===== src/rtl/i2c_seq_pkg.sv =====
// Shared types for the I2C transaction sequencer and the benches that drive i2c_master.
// Holds the FSM state encoding, the command-beat payload and helpers that build command beats.
package i2c_seq_pkg;

   localparam int unsigned ADDR_W = 7;
   localparam int unsigned DATA_W = 8;

   typedef enum logic [2:0] {
      S_IDLE      = 3'd0,
      S_WCMD      = 3'd1,
      S_WDATA     = 3'd2,
      S_RCMD      = 3'd3,
      S_RDATA     = 3'd4,
      S_WAIT_IDLE = 3'd5
   } seq_state_t;

   typedef struct packed {
      logic [ADDR_W-1:0] address;
      logic              start;
      logic              read;
      logic              write;
      logic              write_multiple;
      logic              stop;
   } i2c_cmd_t;

   // Whole write transaction goes out as a single write_multiple beat framed by start/stop.
   function automatic i2c_cmd_t write_cmd(input logic [ADDR_W-1:0] addr);
      i2c_cmd_t c;
      c                = '0;
      c.address        = addr;
      c.start          = 1'b1;
      c.write_multiple = 1'b1;
      c.stop           = 1'b1;
      return c;
   endfunction

   // Reads are issued one byte per beat; start only on the first, stop only on the last.
   function automatic i2c_cmd_t read_cmd(input logic [ADDR_W-1:0] addr,
                                         input logic first,
                                         input logic last);
      i2c_cmd_t c;
      c         = '0;
      c.address = addr;
      c.read    = 1'b1;
      c.start   = first;
      c.stop    = last;
      return c;
   endfunction

endpackage


===== src/rtl/i2c_seq_timeout.sv =====
// Watchdog for the WAIT_IDLE phase: loads WAIT_MAX, counts down while enabled,
// and flags expiry once the count has run out with the master still busy.
module i2c_seq_timeout #(
   parameter int unsigned WAIT_MAX = 4095
) (
   input  logic clk,
   input  logic rst,
   input  logic load_i,
   input  logic en_i,
   output logic expired_o
);

   localparam int unsigned CNT_W = (WAIT_MAX < 1) ? 1 : $clog2(WAIT_MAX + 1);

   logic [CNT_W-1:0] cnt_q, cnt_d;
   logic             expired_q, expired_d;

   always_ff @(posedge clk or posedge rst) begin
      if (rst) begin
         cnt_q     <= '0;
         expired_q <= 1'b0;
      end else begin
         cnt_q     <= cnt_d;
         expired_q <= expired_d;
      end
   end

   always_comb begin
      cnt_d     = cnt_q;
      expired_d = expired_q;
      if (load_i) begin
         cnt_d     = CNT_W'(WAIT_MAX);
         expired_d = 1'b0;
      end else if (en_i) begin
         if (cnt_q == '0) expired_d = 1'b1;
         else             cnt_d     = cnt_q - CNT_W'(1);
      end
   end

   assign expired_o = expired_q;

endmodule


===== src/rtl/i2c_txn_sequencer.sv =====
// Upstream sequencer for i2c_master: turns one request into command/data beats,
// forwards read bytes downstream and reports done plus sticky NACK/length/timeout status.
module i2c_txn_sequencer
   import i2c_seq_pkg::*;
#(
   parameter int unsigned LEN_W    = 8,
   parameter int unsigned WAIT_MAX = 4095
) (
   input  logic              clk,
   input  logic              rst,
   input  logic              req_valid_i,
   output logic              req_ready_o,
   input  logic [ADDR_W-1:0] req_addr_i,
   input  logic              req_read_i,
   input  logic [LEN_W-1:0]  req_len_i,
   input  logic [DATA_W-1:0] wr_tdata_i,
   input  logic              wr_tvalid_i,
   input  logic              wr_tlast_i,
   output logic              wr_tready_o,
   output logic [DATA_W-1:0] rd_tdata_o,
   output logic              rd_tvalid_o,
   output logic              rd_tlast_o,
   input  logic              rd_tready_i,
   output logic [ADDR_W-1:0] cmd_address_o,
   output logic              cmd_start_o,
   output logic              cmd_read_o,
   output logic              cmd_write_o,
   output logic              cmd_write_multiple_o,
   output logic              cmd_stop_o,
   output logic              cmd_valid_o,
   input  logic              cmd_ready_i,
   output logic [DATA_W-1:0] mdat_tdata_o,
   output logic              mdat_tvalid_o,
   output logic              mdat_tlast_o,
   input  logic              mdat_tready_i,
   input  logic [DATA_W-1:0] mrd_tdata_i,
   input  logic              mrd_tvalid_i,
   input  logic              mrd_tlast_i,
   output logic              mrd_tready_o,
   input  logic              m_busy_i,
   input  logic              m_missed_ack_i,
   output logic              done_o,
   output logic              err_nack_o,
   output logic              err_len_o,
   output logic              err_timeout_o,
   output logic [LEN_W-1:0]  bytes_done_o
);

   seq_state_t       state_q, state_d;
   i2c_cmd_t         cmd_q, cmd_d;
   logic             cmd_valid_q, cmd_valid_d;
   logic [LEN_W-1:0] cnt_q, cnt_d;
   logic [LEN_W-1:0] bytes_q, bytes_d;
   logic             req_ready_q, req_ready_d;
   logic             done_q, done_d;
   logic             err_nack_q, err_nack_d;
   logic             err_len_q, err_len_d;
   logic             err_to_q, err_to_d;

   logic accept, cmd_hs, wr_hs, rd_hs, last_beat;
   logic in_wdata, in_rdata;
   logic to_load, to_expired;

   i2c_seq_timeout #(
      .WAIT_MAX (WAIT_MAX)
   ) u_timeout (
      .clk       (clk),
      .rst       (rst),
      .load_i    (to_load),
      .en_i      (state_q == S_WAIT_IDLE),
      .expired_o (to_expired)
   );

   // Data paths are combinational pass-throughs, gated off outside their phase.
   assign last_beat     = (cnt_q == LEN_W'(1));
   assign in_wdata      = (state_q == S_WDATA) && (cnt_q != '0);
   assign in_rdata      = (state_q == S_RDATA) && (cnt_q != '0);

   assign mdat_tdata_o  = in_wdata ? wr_tdata_i : '0;
   assign mdat_tvalid_o = in_wdata && wr_tvalid_i;
   assign mdat_tlast_o  = in_wdata && last_beat;
   assign wr_tready_o   = in_wdata && mdat_tready_i;

   assign rd_tdata_o    = in_rdata ? mrd_tdata_i : '0;
   assign rd_tvalid_o   = in_rdata && mrd_tvalid_i;
   assign rd_tlast_o    = in_rdata && (last_beat || mrd_tlast_i);
   assign mrd_tready_o  = in_rdata && rd_tready_i;

   assign accept = req_valid_i && req_ready_q;
   assign cmd_hs = cmd_valid_q && cmd_ready_i;
   assign wr_hs  = mdat_tvalid_o && mdat_tready_i;
   assign rd_hs  = rd_tvalid_o && rd_tready_i;

   always_ff @(posedge clk or posedge rst) begin
      if (rst) begin
         state_q     <= S_IDLE;
         cmd_q       <= '0;
         cmd_valid_q <= 1'b0;
         cnt_q       <= '0;
         bytes_q     <= '0;
         req_ready_q <= 1'b0;
         done_q      <= 1'b0;
         err_nack_q  <= 1'b0;
         err_len_q   <= 1'b0;
         err_to_q    <= 1'b0;
      end else begin
         state_q     <= state_d;
         cmd_q       <= cmd_d;
         cmd_valid_q <= cmd_valid_d;
         cnt_q       <= cnt_d;
         bytes_q     <= bytes_d;
         req_ready_q <= req_ready_d;
         done_q      <= done_d;
         err_nack_q  <= err_nack_d;
         err_len_q   <= err_len_d;
         err_to_q    <= err_to_d;
      end
   end

   always_comb begin
      state_d     = state_q;
      cmd_d       = cmd_q;
      cmd_valid_d = cmd_valid_q;
      cnt_d       = cnt_q;
      bytes_d     = bytes_q;
      done_d      = 1'b0;
      err_nack_d  = err_nack_q;
      err_len_d   = err_len_q;
      err_to_d    = err_to_q;
      to_load     = 1'b0;

      if ((state_q != S_IDLE) && m_missed_ack_i) err_nack_d = 1'b1;

      case (state_q)
         S_IDLE: begin
            if (accept) begin
               err_nack_d = 1'b0;
               err_len_d  = 1'b0;
               err_to_d   = 1'b0;
               bytes_d    = '0;
               cnt_d      = req_len_i;
               if (req_len_i == '0) begin
                  err_len_d = 1'b1;
                  done_d    = 1'b1;
               end else if (req_read_i) begin
                  cmd_d       = read_cmd(req_addr_i, 1'b1, req_len_i == LEN_W'(1));
                  cmd_valid_d = 1'b1;
                  state_d     = S_RCMD;
               end else begin
                  cmd_d       = write_cmd(req_addr_i);
                  cmd_valid_d = 1'b1;
                  state_d     = S_WCMD;
               end
            end
         end
         S_WCMD: begin
            if (cmd_hs) begin
               cmd_valid_d = 1'b0;
               state_d     = S_WDATA;
            end
         end
         S_WDATA: begin
            if (wr_hs) begin
               cnt_d   = cnt_q - LEN_W'(1);
               bytes_d = bytes_q + LEN_W'(1);
               // Source framing must agree with the requested length; the count still wins.
               if (wr_tlast_i != last_beat) err_len_d = 1'b1;
               if (last_beat) begin
                  state_d = S_WAIT_IDLE;
                  to_load = 1'b1;
               end
            end
         end
         S_RCMD: begin
            if (cmd_hs) begin
               cmd_valid_d = 1'b0;
               state_d     = S_RDATA;
            end
         end
         S_RDATA: begin
            if (rd_hs) begin
               cnt_d   = cnt_q - LEN_W'(1);
               bytes_d = bytes_q + LEN_W'(1);
               if (last_beat) begin
                  state_d = S_WAIT_IDLE;
                  to_load = 1'b1;
               end else begin
                  cmd_d       = read_cmd(cmd_q.address, 1'b0, cnt_q == LEN_W'(2));
                  cmd_valid_d = 1'b1;
                  state_d     = S_RCMD;
               end
            end
         end
         S_WAIT_IDLE: begin
            if (!m_busy_i) begin
               done_d  = 1'b1;
               state_d = S_IDLE;
            end else if (to_expired) begin
               err_to_d = 1'b1;
               done_d   = 1'b1;
               state_d  = S_IDLE;
            end
         end
         default: begin
            state_d     = S_IDLE;
            cmd_valid_d = 1'b0;
         end
      endcase

      // A request arriving alongside done must wait one cycle.
      req_ready_d = (state_d == S_IDLE) && !done_d;
   end

   assign req_ready_o          = req_ready_q;
   assign cmd_address_o        = cmd_q.address;
   assign cmd_start_o          = cmd_q.start;
   assign cmd_read_o           = cmd_q.read;
   assign cmd_write_o          = cmd_q.write;
   assign cmd_write_multiple_o = cmd_q.write_multiple;
   assign cmd_stop_o           = cmd_q.stop;
   assign cmd_valid_o          = cmd_valid_q;
   assign done_o               = done_q;
   assign err_nack_o           = err_nack_q;
   assign err_len_o            = err_len_q;
   assign err_timeout_o        = err_to_q;
   assign bytes_done_o         = bytes_q;

endmodule


===== config.mk =====
export PLATFORM = sky130hd
export DESIGN_NAME = i2c_txn_sequencer
export DESIGN_NICKNAME = d
export VERILOG_FILES = /design/src/rtl/i2c_seq_pkg.sv /design/src/rtl/i2c_seq_timeout.sv /design/src/rtl/i2c_txn_sequencer.sv
export SDC_FILE = /design/constraint.sdc
export NUM_CORES = 1
export LEC_CHECK = 0
export CORE_MARGIN = 2
export CORE_UTILIZATION = 47
export DETAILED_ROUTE_END_ITERATION = 7
export HOLD_SLACK_MARGIN = 0.08
export PLACE_DENSITY = 0.79
export SLEW_MARGIN = 0
export SYNTH_ARGS = -nofsm -noshare
export SYNTH_HDL_FRONTEND = slang
export SYNTH_SLANG_ARGS = --single-unit

===== constraint.sdc =====
create_clock -name clk -period 3.2 [get_ports clk]
set_clock_uncertainty 0.1 [all_clocks]
set_input_delay 0.32 -clock clk [delete_from_list [all_inputs] [get_ports clk]]
set_output_delay 0.32 -clock clk [all_outputs]
set_load 0.01 [all_outputs]

Word-level counts from Yosys, hierarchy flattened
Index checks and enable logic that the tools add are counted.

Mux-type cells: 60. Bitwise operators: 3. Equality and inequality tests: 19. Add/sub/neg operators: 3. Reduce and logical (&&, ||, !) cells: 38.

Operator list (count): 8-bit 2-to-1 mux (8); 12-bit 2-to-1 mux (5); 8-bit one-hot mux with 3 select lines (2); 3-bit 2-to-1 mux (10); 1-bit 2-to-1 mux (24); 12-bit one-hot mux with 2 select lines (1); 3-bit one-hot mux with 6 select lines (1); 8-bit by 1-bit equality test with 1-bit output, second input constant (2); 2-bit inequality test, second input constant (8); 4-bit AND reduction (4); 1-bit logical AND (14); 12-bit zero test (1); 12-bit by 1-bit subtractor with 12-bit output, second input constant (1); 5-bit 2-to-1 mux (2); 2-bit nonzero test (5); 8-bit by 1-bit adder with 8-bit output, second input constant (1); 8-bit by 2-bit equality test with 1-bit output, second input constant (1); 8-bit zero test (1); 1-bit one-hot mux with 2 select lines (4); 8-bit nonzero test (1); 8-bit by 1-bit subtractor with 8-bit output, second input constant (1); 3-bit by 2-bit equality test with 1-bit output, second input constant (2); 3-bit equality test, second input constant (2); 3-bit zero test (2); other kinds (14) (20).

Bits in registers: 50. Logic and storage cells: 140. Output and inout port bits: 48.

Logic depth before layout (Yosys ltp)
Depth after elaboration: 8. Gate-level depth with buffers: 9. Mapped depth without buffers: 7.

Modules after synthesis
From an unflattened synthesis, not the netlist that was laid out.

Cell total of the unflattened synthesis: 314. Area, all modules: 2986.6 µm².

Modules (own cells, without submodules): i2c_txn_sequencer (cells each 239, instances 1, area an instance 2223.4 µm², sequential area each 900.9 µm²); i2c_seq_timeout (cells each 75, instances 1, area an instance 763.2 µm², sequential area each 325.3 µm²).

Worst setup path after synthesis
OpenSTA, ideal clock, no wires.

Kind: reg-to-reg. Start point: register cnt_q[0]. End point: register cnt_q[1]. Path slack: 986 ps. Library setup time: 125 ps. Arrival: 1989 ps. Path buffers: 1. Period minus slack after synthesis: 2214 ps. Stages on the path, launching flop included: 9. Data required time: 2975 ps. Path through: dfrtp_1 > inv_1 > ha_1 > nor3b_1 > and2_1 > buf_6 > o32a_4 > nor2_4 > mux2_2.

Cells in the longest elaborated chain, start to end: 6.

Ends and longest elaborated chain: start, declared (RTL line i2c_txn_sequencer.sv:52) `logic [LEN_W-1:0] cnt_q, cnt_d;`; start signal, assigned (RTL line i2c_txn_sequencer.sv:110) `cnt_q <= cnt_d;`; branches (longest 6 deep; another with 8-bit by 1-bit subtractor with 8-bit output).

Several ways; the timed one is not identified. The select of a mux whose other input is x is not followed. A chain may end at the register's enable or synchronous reset.

Worst setup path in the final report
Start point: register cnt_q[0]. End point: output rd_tdata_o[5].

Cells in the longest elaborated chain, start to end: 3.

Ends and longest elaborated chain: 8-bit nonzero test (RTL line i2c_txn_sequencer.sv:77) `assign in_rdata = (state_q == S_RDATA) && (cnt_q != '0);`; 1-bit logical AND (RTL line i2c_txn_sequencer.sv:77); 8-bit 2-to-1 mux (RTL line i2c_txn_sequencer.sv:84) `assign rd_tdata_o = in_rdata ? mrd_tdata_i : '0;`; end, declared (RTL line i2c_txn_sequencer.sv:20) `output logic [DATA_W-1:0] rd_tdata_o,`.

No other way between the ends.

==> results.toml <==
[status]
run_status = "complete, no violations"

[sta]
clock.fmax_ghz = 0.332
hold_violations = 0
fin_setup_tns_ns = 0
slew_headroom = 0.314
maxSlewViolCount = 0
finalSetupViolCount = 0
period_share = 0.941
worst_pin_slew_ns = 1.03
worst_slack_ns = 0.189
rsz0062_at_grt = "false"
period_needed_ns = 3.01
hold-worst-slack_ns = 0.394

[worst_setup_path]
max_stage_delay_ns = 0.53
path_cells = "inv_1 > ha_1 > nor3b_1 > and2_2 > nor2_2 > and2_1 > clkdlybuf4s50_1"
cp-start-kind = "flip-flop"
crit_slowest_cell = "clkdlybuf4s50_1"
cp.buffers_inverters = 2
startpoint = "cnt_q[0]$_DFFE_PP0P_"
path_class = "reg -> out"
critical_path.endpoint_type = "output port"
cpLargestDelayFamily = "simple AND/OR/NAND/NOR gates"
crit_arrival_ns = 2.59
cp_max_fo = 11
r2r_start = "cnt_q[0]$_DFFE_PP0P_"
required_ns = 2.78

[pwr]
power_density_mw_per_mm2 = 762
ir_drop_uv = 603
power_mw = 3.04
p_leak_nw = 1.53

[route]
wl_per_cell_um = 15.9
via_per_inst = 5.66
ant_nets = 0
post-route-drc-count = 0
drt-initial-drc-count = 173
routed_wl_um = 7560
drtPass1Iterations = 4
num_vias = 2698

[floorplan]
die_w_um = 83.1
ios = 92
row_count = 28
start_util = 0.491
die_area_mm2 = 0.00691
coreArea_mm2 = 0.00599
die_h_um = 83.1

[logic_synthesis]
ys_warn_count = 0
synth_fp_nets = 364
synth_edf_count = 0
yosys_register_bits = 49
async_flop_share = 1.00
synth.avg_cell_area_um2 = 9.35
synth_flop_cell = "dfrtp_1"
yosysUniqueCellTypes = 59
syn_area_mm2 = 0.00294
ys_seq_area_frac = 0.416
syn_inst = 315

[finish]
final_common_cell = "clkdlybuf4s50_1"
final_cell_count_no_fill = 477
final_cell_mix = "clkdlybuf4s50_1 (90), dfrtp_1 (49), nand2_1 (33)"
drive_gt1_frac = 0.107
area_delta_synth_final_pct = 35.7
diodes = 0
finalNetCount = 450

[clock_network]
postCtsHoldBufs = 0
clockBufferDepth = 2
clk_latency_ns = 0.31
cts_max_level = 2
clock_sinks = 49
numCtsBuffers = 5
cts_setup_buffers = 0
path_clk_slew_ns = 0.09
cts_tree = "built"
cts_root_buffer = "clkbuf_8"

[place]
io_buffers = 90
pre_cts_ws_ns = 0.375
gp_congestion = 0.857
hpwl_um = 5530
dp.cells = 469

[global_routing]
gr-total-overflow = 0
grt_max_degree = 50
grt_pass1_vias = 2716
antenna_found_initial = 0
grt_use_total = 0.221
grt_first_pass_wirelength_um = 12600

[worst_hold_path]
worstHoldStart = "cmd_read_o$_DFFE_PP0P_"
hold_class = "reg -> reg"

[run]
maxCapViolCount = 0
-- metal layers --
metal	global-route usage	wire length (µm)	vias up	share of wire
met5	0	0	-	0
met4	0.0626	82	0	0.011
met3	0.0537	369	9	0.049
met2	0.361	3690	80	0.49
met1	0.293	3420	1309	0.45
li1	-	-	1300	-
-- path summary, 6_finish.rpt --
kind	slack, ns	cells past startpoint	to
min reg2reg	0.39	1	cmd_read_o$_DFFE_PP0P_
max in group asynchronous	1.89	2	u_timeout.cnt_q[1]$_DFFE_PP0P_
max reg2reg	0.71	7	cnt_q[1]$_DFFE_PP0P_
max	0.19	7	rd_tdata_o[5]
min	0.39	1	cmd_read_o$_DFFE_PP0P_
min in group asynchronous	0.45	2	u_timeout.cnt_q[7]$_DFFE_PP0P_
-- cell type report --
class                           instances  area, µm²
Clock buffer                            6       82.6
Clock inverter                          2       13.8
Fill cell                             470       2000
Inverter                                9       33.8
Multi-Input combinational cell        240       1600
Sequential cell                        49       1230
Tap cell                               75       93.8
Timing Repair Buffer                   96        946
-- synthesized netlist by cell type (4+ instances only) --
| cell | number | area [µm²] |
|---|---|---|
| nor4_1 | 8 | 50.1 |
| buf_2 | 5 | 25.0 |
| xnor2_1 | 4 | 35.0 |
| nand2_1 | 33 | 124 |
| mux2_2 | 9 | 101 |
| nand4_1 | 8 | 50.1 |
| inv_1 | 9 | 33.8 |
| clkbuf_1 | 8 | 30.0 |
| xor2_1 | 10 | 87.6 |
| nand2b_1 | 5 | 31.3 |
| nor2_1 | 23 | 86.3 |
| nand3_1 | 15 | 75.1 |
| nor3_1 | 9 | 45.0 |
| and2_1 | 22 | 138 |
| ha_1 | 5 | 62.6 |
| o31ai_1 | 8 | 60.1 |
| a2bb2oi_1 | 4 | 35.0 |
| o21a_1 | 4 | 30.0 |
| dfrtp_1 | 49 | 1230 |
| o21ai_0 | 13 | 65.1 |
| nor2b_1 | 4 | 25.0 |
| o211ai_1 | 4 | 30.0 |
-- stage by stage --
stage,util,area [µm²]
6_report,0.667,3990
5_1_grt,0.667,3990
4_1_cts,0.666,3990
3_5_place_dp,0.650,3890
3_3_place_gp,0.650,3890
2_1_floorplan,-,2940
-- power by group --
| part | switching, mW | internal, mW |
|---|---|---|
| registers | 0.200 | 0.817 |
| clock network | 0.214 | 0.176 |
| logic | 0.834 | 0.804 |
-- sequential cells by signal, indices dropped and copies added, names as in the netlist --
name and cells:
bytes_done_o 8, cmd_address_o 7, cmd_read_o 1, cmd_start_o 1, cmd_stop_o 1, cmd_valid_o 1
cmd_write_multiple_o 1, cnt_q 8, done_o 1, err_len_o 1, err_nack_o 1, err_timeout_o 1
req_ready_o 1, state_q 3, u_timeout.cnt_q 12, u_timeout.expired_o 1
-- what timing repair did --
item | 4_1_cts | 5_1_grt
endpoints found under the setup margin | 0 | 21
gates resized for setup | 0 | 3
hold endpoints to repair | 0 | 0
-- cell families after synthesis --
logic type / count (synthesis) / share of synthesized area
AOI/OAI and AO/OA: 61 / 0.162
DFF: 49 / 0.416
and+or+nand+nor: 149 / 0.276
other: 1 / 0.00127
xor gates and xnor gates: 14 / 0.0416
adders and majority gates: 5 / 0.0212
muxes: 10 / 0.0378
buffers and inverters: 26 / 0.0429
(Power assumes the default switching activity.)
